<file path="src/rtl/mem_store.sv">
// Byte-serial store engine: writes an sb/sh/sw request over the 8-bit memory bus,
// one little-endian byte per granted cycle, with busy stall and a one-cycle done pulse.
module mem_store #(
    parameter int unsigned AW = 32
) (
    input  logic          i_clk,
    input  logic          i_rst,
    input  logic          i_req,
    input  logic [AW-1:0] i_addr,
    input  logic [31:0]   i_data,
    input  logic [1:0]    i_size,
    input  logic          i_gnt,
    output logic          o_busy,
    output logic          o_done,
    output logic [AW-1:0] o_mem_a,
    output logic [7:0]    o_mem_wn,
    output logic          o_mem_wr
);

    typedef enum logic [1:0] {StIdle, StWrite, StDone} state_t;

    state_t        r_state, w_state_d;
    logic [AW-1:0] r_base, w_base_d;
    logic [31:0]   r_buf, w_buf_d;
    logic [1:0]    r_idx, w_idx_d;
    logic [1:0]    r_last, w_last_d;
    logic [AW-1:0] r_mem_a, w_mem_a_d;
    logic [7:0]    r_mem_wn, w_mem_wn_d;
    logic          r_busy, r_done, r_mem_wr;
    logic [1:0]    w_idx_inc;

    function automatic logic [7:0] sel_byte(input logic [31:0] word, input logic [1:0] idx);
        logic [7:0] b;
        case (idx)
            2'd0:    b = word[7:0];
            2'd1:    b = word[15:8];
            2'd2:    b = word[23:16];
            default: b = word[31:24];
        endcase
        return b;
    endfunction

    assign w_idx_inc = r_idx + 2'd1;

    always_comb begin
        w_state_d  = r_state;
        w_base_d   = r_base;
        w_buf_d    = r_buf;
        w_idx_d    = r_idx;
        w_last_d   = r_last;
        w_mem_a_d  = r_mem_a;
        w_mem_wn_d = r_mem_wn;
        case (r_state)
            StIdle, StDone: begin
                if (i_req) begin
                    w_state_d  = StWrite;
                    w_base_d   = i_addr;
                    w_buf_d    = i_data;
                    w_idx_d    = 2'd0;
                    w_last_d   = (i_size == 2'd0) ? 2'd0 : (i_size == 2'd1) ? 2'd1 : 2'd3;
                    w_mem_a_d  = i_addr;
                    w_mem_wn_d = i_data[7:0];
                end else if (r_state == StDone) begin
                    w_state_d = StIdle;
                end
            end
            StWrite: begin
                // Without a grant the whole bus word is frozen.
                if (i_gnt) begin
                    if (r_idx == r_last) begin
                        w_state_d = StDone;
                    end else begin
                        w_idx_d    = w_idx_inc;
                        w_mem_a_d  = r_base + {{(AW-2){1'b0}}, w_idx_inc};
                        w_mem_wn_d = sel_byte(r_buf, w_idx_inc);
                    end
                end
            end
            default: w_state_d = StIdle;
        endcase
    end

    always_ff @(posedge i_clk) begin
        if (i_rst) begin
            r_state  <= StIdle;
            r_base   <= '0;
            r_buf    <= '0;
            r_idx    <= '0;
            r_last   <= '0;
            r_mem_a  <= '0;
            r_mem_wn <= '0;
            r_busy   <= 1'b0;
            r_done   <= 1'b0;
            r_mem_wr <= 1'b0;
        end else begin
            r_state  <= w_state_d;
            r_base   <= w_base_d;
            r_buf    <= w_buf_d;
            r_idx    <= w_idx_d;
            r_last   <= w_last_d;
            r_mem_a  <= w_mem_a_d;
            r_mem_wn <= w_mem_wn_d;
            r_busy   <= (w_state_d == StWrite);
            r_done   <= (w_state_d == StDone);
            r_mem_wr <= (w_state_d == StWrite);
        end
    end

    assign o_busy   = r_busy;
    assign o_done   = r_done;
    assign o_mem_a  = r_mem_a;
    assign o_mem_wn = r_mem_wn;
    assign o_mem_wr = r_mem_wr;

endmodule

</file>
<file path="config.mk">
export PLATFORM = sky130hd
export DESIGN_NAME = mem_store
export DESIGN_NICKNAME = d
export VERILOG_FILES = /design/src/rtl/mem_store.sv
export SDC_FILE = /design/constraint.sdc
export NUM_CORES = 1
export LEC_CHECK = 0
export ABC_CLOCK_PERIOD_IN_PS = 5050
export BUFFER_PORTS_ARGS = -buffer_cell sky130_fd_sc_hd__clkbuf_2
export CAP_MARGIN = 20
export CORE_MARGIN = 4
export CORE_UTILIZATION = 35
export DETAILED_ROUTE_END_ITERATION = 12
export PLACE_DENSITY = 0.66
export SKIP_CTS_REPAIR_TIMING = 1
export SLEW_MARGIN = 30
export SYNTH_ARGS = -nofsm -noshare
export SYNTH_HDL_FRONTEND = slang
export SYNTH_SLANG_ARGS = --single-unit
</file>
<file path="constraint.sdc">
create_clock -name i_clk -period 5.05 [get_ports i_clk]
set_clock_uncertainty 0.05 [all_clocks]
set_input_delay 1.01 -clock i_clk [delete_from_list [all_inputs] [get_ports i_clk]]
set_output_delay 1.01 -clock i_clk [all_outputs]
set_load 0.01 [all_outputs]
</file>
==> flow_summary.toml, run 1 <==
[floorplanning]
num_rows = 44
die_width_um = 130.0
dieArea_um2 = 16900
core-area_um2 = 14530
die_h_um = 130.0
start_util_pct = 35.85
ioPinCount = 113

[synth]
yosys_most_used_dff = "dfxtp_1"
synthArstFlopShare_pct = 0
synthesis.instances = 649
synth_edf_count = 0
synth.distinct_cells = 50
netlist_area_um2 = 5210
ys_ff_latch = 112
synth.yosys.seq_area_share_pct = 43.04
postSynthAreaPerCell_um2 = 8.028
yosys_warnings = 0
synthesis.nets = 726

[placed_design]
post-dp-hpwl_um = 10110
placed_area_um2 = 5849
globalplace.congestion = 0.8142
port_buffers = 112

[setup_path]
cp-end-kind = "flip-flop"
critPathRequiredTime_ns = 5.27
cp_num_buf_inv = 1
r2r_start = "r_idx[0]"
startpoint = "r_idx[0]"
critPathMaxStageDelay_ns = 0.46
cp_slowest_cell = "dfxtp_1"
cp-start-kind = "flip-flop"
cp.arrival_ns = 2.98
critPathMaxFanout = 7
setup.worst_path.class = "reg -> reg"
critPathTopFamily = "simple AND/OR/NAND/NOR gates"
path_cells = "inv_1 > ha_1 > fa_1 > nand4_2 > nor3_4 > nand4_1 > xor2_1 > a221oi_1"

[detailed_routing]
dr.pass1.iters = 5
vias = 4800
drt_iter0_drc = 341
wire_per_inst_um = 15.94
routed_wirelength_um = 14670
drc = 0
antenna_left = 0
vias_per_cell = 5.217

[cts]
cts_tree = "done"
cts-buffers-inserted = 9
clkLatencyLatePin_ns = 0.37
htree_levels = 3
cts_root_buffer = "clkbuf_16"
cts.sinks = 112
cts_buffer_depth = 2
clk_pin_slew_worst_paths_ns = 0.09

[layout]
n_fill_cell = 1529
fin_nets = 808
fin_util_pct = 42.62
layout-drive-gt1-share_pct = 21.20
seq_area_um2 = 2242
final_area_um2 = 6195
multi_input_area_um2 = 2719
antenna_cells = 0
area_growth_syn_to_layout_pct = 18.90

[global_route]
grt_max_degree = 74
antenna_found_initial = 0
first_global_vias = 4573
met1_usage_pct = 22.87
grtUsageTotal_pct = 17.47
grt_pass1_wl_um = 23580
met2_usage_pct = 28.00
grt.overflow.total = 0
grt_use_met3_pct = 4.912
busiest_layer = "met2"

[pwr]
ir_drop_v = 0.0001944
p_leak_nw = 2.513
pwr_density_cell_nw_per_um2 = 334.6

[sta]
timing.fmax_mhz = 362.5
relSlewSlack_pct = 46.49
slew_violations = 0
period_needed_ns = 2.759
rsz0062_at_grt = "no"
finalSetupViolCount = 0
tightest_slew_ns = 0.7967
fin_crit_sh_pct = 54.63
final-hold-violation-count = 0
setup_tns_ns = 0

[run_status]
status = "complete, no violations"

[min_path]
hp-start = "r_buf[20]"
hp-class = "reg -> reg"

[job]
cap_violations = 0
## state kept, by name, indices dropped and copies added (netlist names)
signal and cells:
r_idx 2, r_state 2, o_done 1, o_mem_wn 8, r_buf 32, r_last 2
o_mem_wr 1, o_mem_a 32, r_base 32
## layer usage
metal | vias to the layer above | share of wire, % | wire length (µm)
met5 | - | 0 | 0
met4 | 0 | 1.6 | 237
met3 | 14 | 5.7 | 835
met2 | 125 | 47 | 6841
met1 | 2228 | 46 | 6751
li1 | 2433 | - | -
## worst reg2reg max path: stages, from the launching register on
cell and delay [ns]:
dfxtp_1 0.46, inv_1 0.13, ha_1 0.37, fa_1 0.27, nand4_2 0.32, nor3_4 0.43, nand4_1 0.16, xor2_1 0.20
a221oi_1 0.30
## cell type report
class                           count  area share, %
Multi-Input combinational cell    480          43.89
Sequential cell                   112          36.19
Clock inverter                      7          1.495
Inverter                            6         0.3636
Tap cell                          184          3.716
Timing Repair Buffer              122          10.70
Clock buffer                        9          3.636
## worst paths after layout
| path | end | depth (start not counted) | slack, ns |
|---|---|---|---|
| worst max-delay path | o_mem_a[28] | 8 | 2.29 |
| worst min register to register | r_buf[20] | 2 | 0.41 |
| worst min-delay path | r_buf[20] | 2 | 0.41 |
| worst max register to register | o_mem_a[28] | 8 | 2.29 |
## through the flow
step	power (mW)	hold slack (ns)	instances	setup WS, ns
2_1_floorplan	1.199	0.3857	649	2.721
3_3_place_gp	1.312	0.3938	901	1.880
3_5_place_dp	1.319	0.3965	903	2.174
4_1_cts	2.084	0.4084	919	2.261
5_1_grt	2.170	0.4233	920	2.063
6_report	2.073	0.4090	920	2.291
## Yosys cell counts (3+ instances only)
master / instances / area, µm²
buf_1: 6 / 22.52
a211oi_1: 6 / 45.04
nand4_1: 13 / 81.33
xor2_1: 17 / 148.9
nor2_1: 31 / 116.4
dfxtp_1: 112 / 2242
a21boi_0: 9 / 67.56
a222oi_1: 8 / 80.08
a31o_2: 3 / 26.28
o211ai_1: 3 / 22.52
a221oi_1: 4 / 35.03
a31oi_1: 4 / 25.02
a211o_1: 6 / 52.55
a221oi_2: 3 / 45.04
a311oi_1: 12 / 105.1
o21ai_0: 14 / 70.07
inv_1: 6 / 22.52
clkbuf_8: 3 / 41.29
a21oi_1: 86 / 430.4
nand2_1: 185 / 694.4
o22ai_1: 4 / 25.02
and4_1: 7 / 61.31
clkbuf_1: 36 / 135.1
ha_1: 6 / 75.07
xnor2_1: 10 / 87.58
buf_2: 3 / 15.01
nand3_1: 9 / 45.04
nor2b_1: 3 / 18.77
nor3_1: 7 / 35.03
and3_1: 4 / 25.02
## cell families (layout without fill, tap and decap cells)
group | Yosys count | after routing | share of synthesized area, %
fa+ha+maj | 7 | 7 | 1.825
xor+xnor | 27 | 27 | 4.539
mux | 1 | 1 | 0.1921
simple gates | 275 | 275 | 24.26
buf+inv | 57 | 144 | 5.115
flops | 112 | 112 | 43.04
compound gates | 170 | 170 | 21.04
## cell usage in the layout, fill, tap and decap left out, types with 10 or more instances in the layout
cell type and instances:
xnor2_1 10, dfxtp_1 112, a21oi_1 86, o21ai_0 14
nand4_1 13, nand2_1 185, clkbuf_2 111, xor2_1 17
nor2_1 31, a311oi_1 12
## power by group
group	total, mW	switching [mW]	leakage, nW	internal (mW)
combinational	0.301	0.181	1.44	0.120
clock	0.773	0.373	0.156	0.401
sequential	0.999	0.0531	0.921	0.946
No activity file was read; power rests on OpenSTA's default activity.
==> run 2: changes to the inputs <==
ABC_AREA = 1   (was unset)
ABC_CLOCK_PERIOD_IN_PS = 2500   (was 5050)
PLACE_DENSITY = 0.68   (was 0.66)
clock period = 2.5 ns   (was 5.05 ns; I/O delays follow)
==> run 2 against run 1 <==
Effect of this change: highest routed layer unchanged; fmax rose by 23%; power rose by 130%; sequential cell count did not move; non-clock buffer count rose by 2; setup slack got worse by 2.0 ns; hold slack got worse by 0.10 ns; count of clock-buffer cells in the layout rose by 3; utilization fell by 0.44 points; via count rose by 21%; sequential share of layout area fell by 2.6 points.
==> flow_summary.toml, run 2 <==
[layout]
final_cells = 1202
seq_area_um2 = 2242
n_fill_cell = 1681
fin_nets = 1058
final_area_um2 = 6676
layout-drive-gt1-share_pct = 15.82
mostFrequentLayoutCells = "257 x nand2_1, 178 x nor2_1, 112 x clkbuf_2, 112 x dfxtp_1, 100 x o21ai_0"
area_growth_syn_to_layout_pct = 18.82
antenna_cells = 0
layout_commonest_cell = "nand2_1"
multi_input_area_um2 = 2924

[synth]
synth.distinct_cells = 29
synthArstFlopShare_pct = 0
synth.yosys.seq_area_share_pct = 39.90
post-synth-top-count-cell = "nand2_1"
ys_top_cells_by_count = "257 x nand2_1, 178 x nor2_1, 112 x dfxtp_1, 100 x o21ai_0, 65 x inv_1"
synth.largest_area_cell = "dfxtp_1"
synth.area.top_cells = "dfxtp_1 40%, nand2_1 17%, nor2_1 12%, o21ai_0 8.9%, nand3_1 4.4%"
yosys_most_used_dff = "dfxtp_1"
postSynthAreaPerCell_um2 = 6.335
netlist_area_um2 = 5619
synthesis.nets = 964
yosys.area.top_type_share_pct = 39.90
ys_ff_latch = 112
synthesis.instances = 887
yosys_warnings = 0
synth_edf_count = 0

[global_route]
met2_usage_pct = 32.49
grtUsageTotal_pct = 18.38
met1_usage_pct = 21.72
antenna_found_initial = 0
grt_max_degree = 47
first_global_vias = 5567
grt_use_met3_pct = 4.508
grt.overflow.total = 0
busiest_layer = "met2"
grt_pass1_wl_um = 26820

[setup_path]
startpoint = "r_idx[1]"
cp_num_buf_inv = 1
r2r-end = "o_mem_a[21]"
setup.worst_path.class = "reg -> reg"
critPathTopFamily = "simple AND/OR/NAND/NOR gates"
cp-start-kind = "flip-flop"
cp.arrival_ns = 2.48
critPathMaxFanout = 6
cp-end-kind = "flip-flop"
critPathRequiredTime_ns = 2.74
path_cells = "inv_1 > ha_1 > ha_1 > nand2_1 > nand2_1 > nand3_1 > nor2_2 > nand2_1 > nand2_1 > nand3_1 > a21oi_1"
r2r_slack_ns = 0.25
reg2reg_depth = 11
critPathMaxStageDelay_ns = 0.39
cp_common_cell = "nand2_1"
r2r_start = "r_idx[1]"
cp_slowest_cell = "dfxtp_1"

[pwr]
total_power_mw = 4.675
ir_drop_v = 0.0003812
p_int_mw = 3.199
p_leak_nw = 3.068
swShare_pct = 31.57
p_clk_share_pct = 32.3
seq_power_share_pct = 45.9
pwr_density_cell_nw_per_um2 = 700.2
p_sw_mw = 1.476
combPwrFrac_pct = 21.8

[floorplanning]
die_width_um = 134.7
die_h_um = 134.7
num_rows = 46
dieArea_um2 = 18150
start_util_pct = 35.50
core-area_um2 = 15830
ioPinCount = 113

[sta]
relSlewSlack_pct = 66.35
setup_tns_ns = 0
fin_crit_sh_pct = 89.80
final-hold-violation-count = 0
tightest_slew_ns = 0.5040
finalSetupViolCount = 0
layout_setup_ws_ns = 0.2549
timing.fmax_mhz = 445.4
slew_violations = 0
period_needed_ns = 2.245
rsz0062_at_grt = "no"

[placed_design]
port_buffers = 112
post-dp-hpwl_um = 12000
dp_slack_ns = 0.2993
globalplace.congestion = 0.8973
placed_area_um2 = 6369
placedCellCount = 1186

[cts]
cts-buffers-inserted = 9
cts.sinks = 112
clkLatencyLatePin_ns = 0.36
htree_levels = 3
cts_buffer_depth = 2
clk_pin_slew_worst_paths_ns = 0.07
cts_root_buffer = "clkbuf_16"
cts_tree = "done"

[job]
cap_violations = 0

[detailed_routing]
dr.pass1.iters = 5
antenna_left = 0
drt_iter0_drc = 390
vias = 5798
drc = 0
wire_per_inst_um = 13.78
vias_per_cell = 4.824
routed_wirelength_um = 16570

[run_status]
status = "complete, no violations"

[min_path]
hp-start = "i_data[24]"
min_path_cells = 3
hp-class = "in -> reg"
hold-path-endpoint = "r_buf[24]"
==> run 2: cell types whose count changed after synthesis, moves of 9 or more <==
| cell | change |
|---|---|
| a21boi_0 | -9 |
| a21oi_1 | -41 |
| a311oi_1 | -12 |
| inv_1 | +59 |
| nand2_1 | +72 |
| nand3_1 | +40 |
| nand4_1 | -11 |
| nor2_1 | +147 |
| o21ai_0 | +86 |
| xor2_1 | -14 |
==> run 2: layout make-up <==
class / instances / area share (%)
Clock buffer: 12 / 3.842
Clock inverter: 4 / 0.7684
Inverter: 71 / 4.029
Multi-Input combinational cell: 663 / 43.80
Sequential cell: 112 / 33.58
Tap cell: 216 / 4.048
Timing Repair Buffer: 124 / 9.933
==> run 2: layer usage <==
| metal | vias up | routed length, µm |
|---|---|---|
| met5 | - | 0 |
| met3 | 22 | 1035 |
| met4 | 0 | 310 |
| met1 | 2615 | 7024 |
| li1 | 2970 | - |
| met2 | 191 | 8194 |
==> run 2: through the flow <==
| stage | hold slack [ns] | utilization, % |
|---|---|---|
| 2_1_floorplan | 0.3945 | - |
| 5_1_grt | 0.3048 | 42.18 |
| 3_3_place_gp | 0.3788 | 40.24 |
| 3_5_place_dp | 0.3864 | 40.24 |
| 6_report | 0.3085 | 42.18 |
| 4_1_cts | 0.3046 | 42.18 |
==> run 2: worst reg2reg max path, stage by stage (launching register included) <==
cell and delay [ns]:
dfxtp_1 0.39, inv_1 0.09, ha_1 0.33, ha_1 0.31
nand2_1 0.05, nand2_1 0.05, nand3_1 0.16, nor2_2 0.29
nand2_1 0.12, nand2_1 0.08, nand3_1 0.08, a21oi_1 0.15
==> run 2: cell families (layout without fill, tap and decap cells) <==
kind of cell | after synthesis | after routing | share of synthesized area, %
buffers and inverters | 112 | 211 | 8.149
AND/OR/NAND/NOR | 500 | 500 | 35.69
flip-flops | 112 | 112 | 39.90
AO/OA/AOI/OAI | 148 | 148 | 13.32
adder cells (fa/ha/maj) | 7 | 7 | 1.692
XOR/XNOR | 8 | 8 | 1.247
==> run 2: worst max-delay path by stage <==
stage | end | slack, ns | cells after the start
finish | o_mem_a[21] | 0.25 | 11
global route | o_mem_a[21] | 0.03 | 11
CTS | o_mem_a[21] | 0.26 | 11
detailed placement | o_mem_a[14] | 0.30 | 10
global placement | o_mem_a[14] | 0.34 | 10
floorplan | o_mem_a[14] | 0.35 | 10
==> run 2: power groups by stage <==
| stage | clock, mW | sequential, mW | combinational, mW |
|---|---|---|---|
| 3_3_place_gp | 0 | 2.18 | 1.02 |
| 6_report | 1.51 | 2.15 | 1.02 |
| 2_1_floorplan | 0 | 2.20 | 0.632 |
| 5_1_grt | 1.60 | 2.17 | 1.17 |
| 4_1_cts | 1.54 | 2.15 | 1.04 |
| 3_5_place_dp | 0 | 2.18 | 1.03 |
==> run 3: changes to the inputs <==
REMOVE_ABC_BUFFERS = 1   (was unset)
SETUP_SLACK_MARGIN = 0.4   (was unset)
==> run 3 against run 2 <==
Effect of this change: non-clock buffer count decreased by 2; count of clock-buffer cells in the layout decreased by 1; power decreased by 1.7%; utilization increased by 0.21 points; first-iteration DRC count decreased by 14%; die area unchanged; cell count decreased by 0.17%; sequential share of layout area decreased by 0.13 points; cell area increased by 0.51%; critical path type unchanged; critical endpoint is now o_mem_a[22]; largest cell class unchanged.
==> flow_summary.toml, run 3 (synthesis gave the netlist of run 2 again) <==
[floorplanning]
die_h_um = 134.7
ioPinCount = 113
num_rows = 46
dieArea_um2 = 18150
start_util_pct = 35.50
die_width_um = 134.7
core-area_um2 = 15830

[setup_path]
startpoint = "r_idx[1]"
cp.arrival_ns = 2.21
cp-start-kind = "flip-flop"
setup.worst_path.class = "reg -> reg"
reg2reg_depth = 11
cp-endpoint = "o_mem_a[22]"
r2r_start = "r_idx[1]"
r2r_slack_ns = 0.52
cp-end-kind = "flip-flop"
r2r-end = "o_mem_a[22]"
critPathRequiredTime_ns = 2.73
critPathMaxFanout = 6

[cts]
cts-buffers-inserted = 9
cts_buffer_depth = 2
htree_levels = 3
clkLatencyLatePin_ns = 0.35
cts_tree = "done"
clk_pin_slew_worst_paths_ns = 0.08
cts_root_buffer = "clkbuf_16"
cts.sinks = 112

[sta]
tightest_slew_ns = 0.5943
period_needed_ns = 1.980
rsz0062_at_grt = "yes"
final-hold-violation-count = 0
fin_crit_sh_pct = 79.19
relSlewSlack_pct = 60.38
finalSetupViolCount = 0
timing.fmax_mhz = 505.1
layout_setup_ws_ns = 0.5202
hold_slack_ns = 0.3141
slew_violations = 0

[layout]
antenna_cells = 0
area_growth_syn_to_layout_pct = 19.42
fin_nets = 1056
final_cells = 1200
mostFrequentLayoutCells = "253 x nand2_1, 173 x nor2_1, 112 x clkbuf_2, 110 x dfxtp_1, 100 x o21ai_0"
layout-drive-gt1-share_pct = 17.58
n_fill_cell = 1719
layout_commonest_cell = "nand2_1"

[detailed_routing]
dr.pass1.iters = 7
antenna_left = 0
drt_iter0_drc = 335
drc = 0
wire_per_inst_um = 13.32
routed_wirelength_um = 15990
vias_per_cell = 4.718
vias = 5662

[pwr]
ir_drop_v = 0.0004476
pwr_density_cell_nw_per_um2 = 684.9
p_leak_nw = 3.052

[global_route]
grt_max_degree = 64
met1_usage_pct = 22.32
grtUsageTotal_pct = 17.69
antenna_found_initial = 2
grt.overflow.total = 0
first_global_vias = 5171
grt_use_met3_pct = 4.508
busiest_layer = "met2"
grt_pass1_wl_um = 25960
met2_usage_pct = 30.52

[min_path]
hp-class = "in -> reg"

[job]
cap_violations = 0

[placed_design]
placedCellCount = 1184
globalplace.congestion = 0.9386
post-dp-hpwl_um = 11410
port_buffers = 112
dp_slack_ns = 0.1914

[run_status]
status = "complete, no violations"
[run 3: changes by cell type in the layout (fill, tap and decap cells not counted), sizes merged]
| cell | change |
|---|---|
| clkbuf | -1 |
| bufinv | -1 |
| buf | -2 |
| inv | +2 |
[run 3: layout make-up]
type / count / area (µm²) / share of cell area (%)
multi-input cells: 663 / 2988 / 44.53
inverters: 71 / 269.0 / 4.009
well taps: 216 / 270.3 / 4.028
clock inverters: 5 / 47.55 / 0.7086
repair buffers: 122 / 648.1 / 9.659
flip-flops and latches: 112 / 2245 / 33.45
clock buffers: 11 / 242.7 / 3.617
[run 3: metrics by stage]
step           utilization (%)  total power [mW]  TNS, ns  cell area (µm²)
2_1_floorplan                -             2.781   -7.256             5430
3_3_place_gp             40.14             3.189        0             6354
3_5_place_dp             40.14             3.198        0             6354
4_1_cts                  41.98             4.622        0             6644
5_1_grt                  42.40             4.872        0             6710
6_report                 42.40             4.596        0             6710
[run 3: critical path: stages, from the launching register on]
cell     delay [ns]
dfxtp_2        0.37
inv_1          0.10
ha_4           0.30
fa_2           0.23
inv_2          0.05
nor2_4         0.15
nand2_2        0.12
nor2_4         0.16
nand2_1        0.07
nand2_1        0.06
nand3_1        0.10
a21oi_2        0.15
[run 3: power breakdown]
part	switching, mW	internal [mW]	leakage [nW]
logic	0.653	0.377	1.98
clock network	0.694	0.725	0.140
registers	0.149	2.00	0.928
[run 3: worst min-delay path by stage]
stage | depth (start not counted) | slack (ns) | endpoint | from
after CTS | 3 | 0.31 | r_buf[30] | i_data[30]
after detailed placement | 2 | 0.39 | o_mem_a[13] | o_mem_a[13]
final | 3 | 0.31 | r_buf[30] | i_data[30]
after global routing | 3 | 0.31 | r_buf[31] | i_data[31]
after floorplan | 2 | 0.40 | r_base[31] | r_base[31]
after global placement | 2 | 0.38 | o_mem_a[0] | o_mem_a[0]
[run 3: metal layers]
metal / up-vias / wire [µm] / share of wire [%]
met2: 143 / 7627 / 48
met3: 16 / 994 / 6.2
met1: 2532 / 7148 / 45
li1: 2967 / - / -
met5: - / 27 / 0.17
met4: 4 / 191 / 1.2
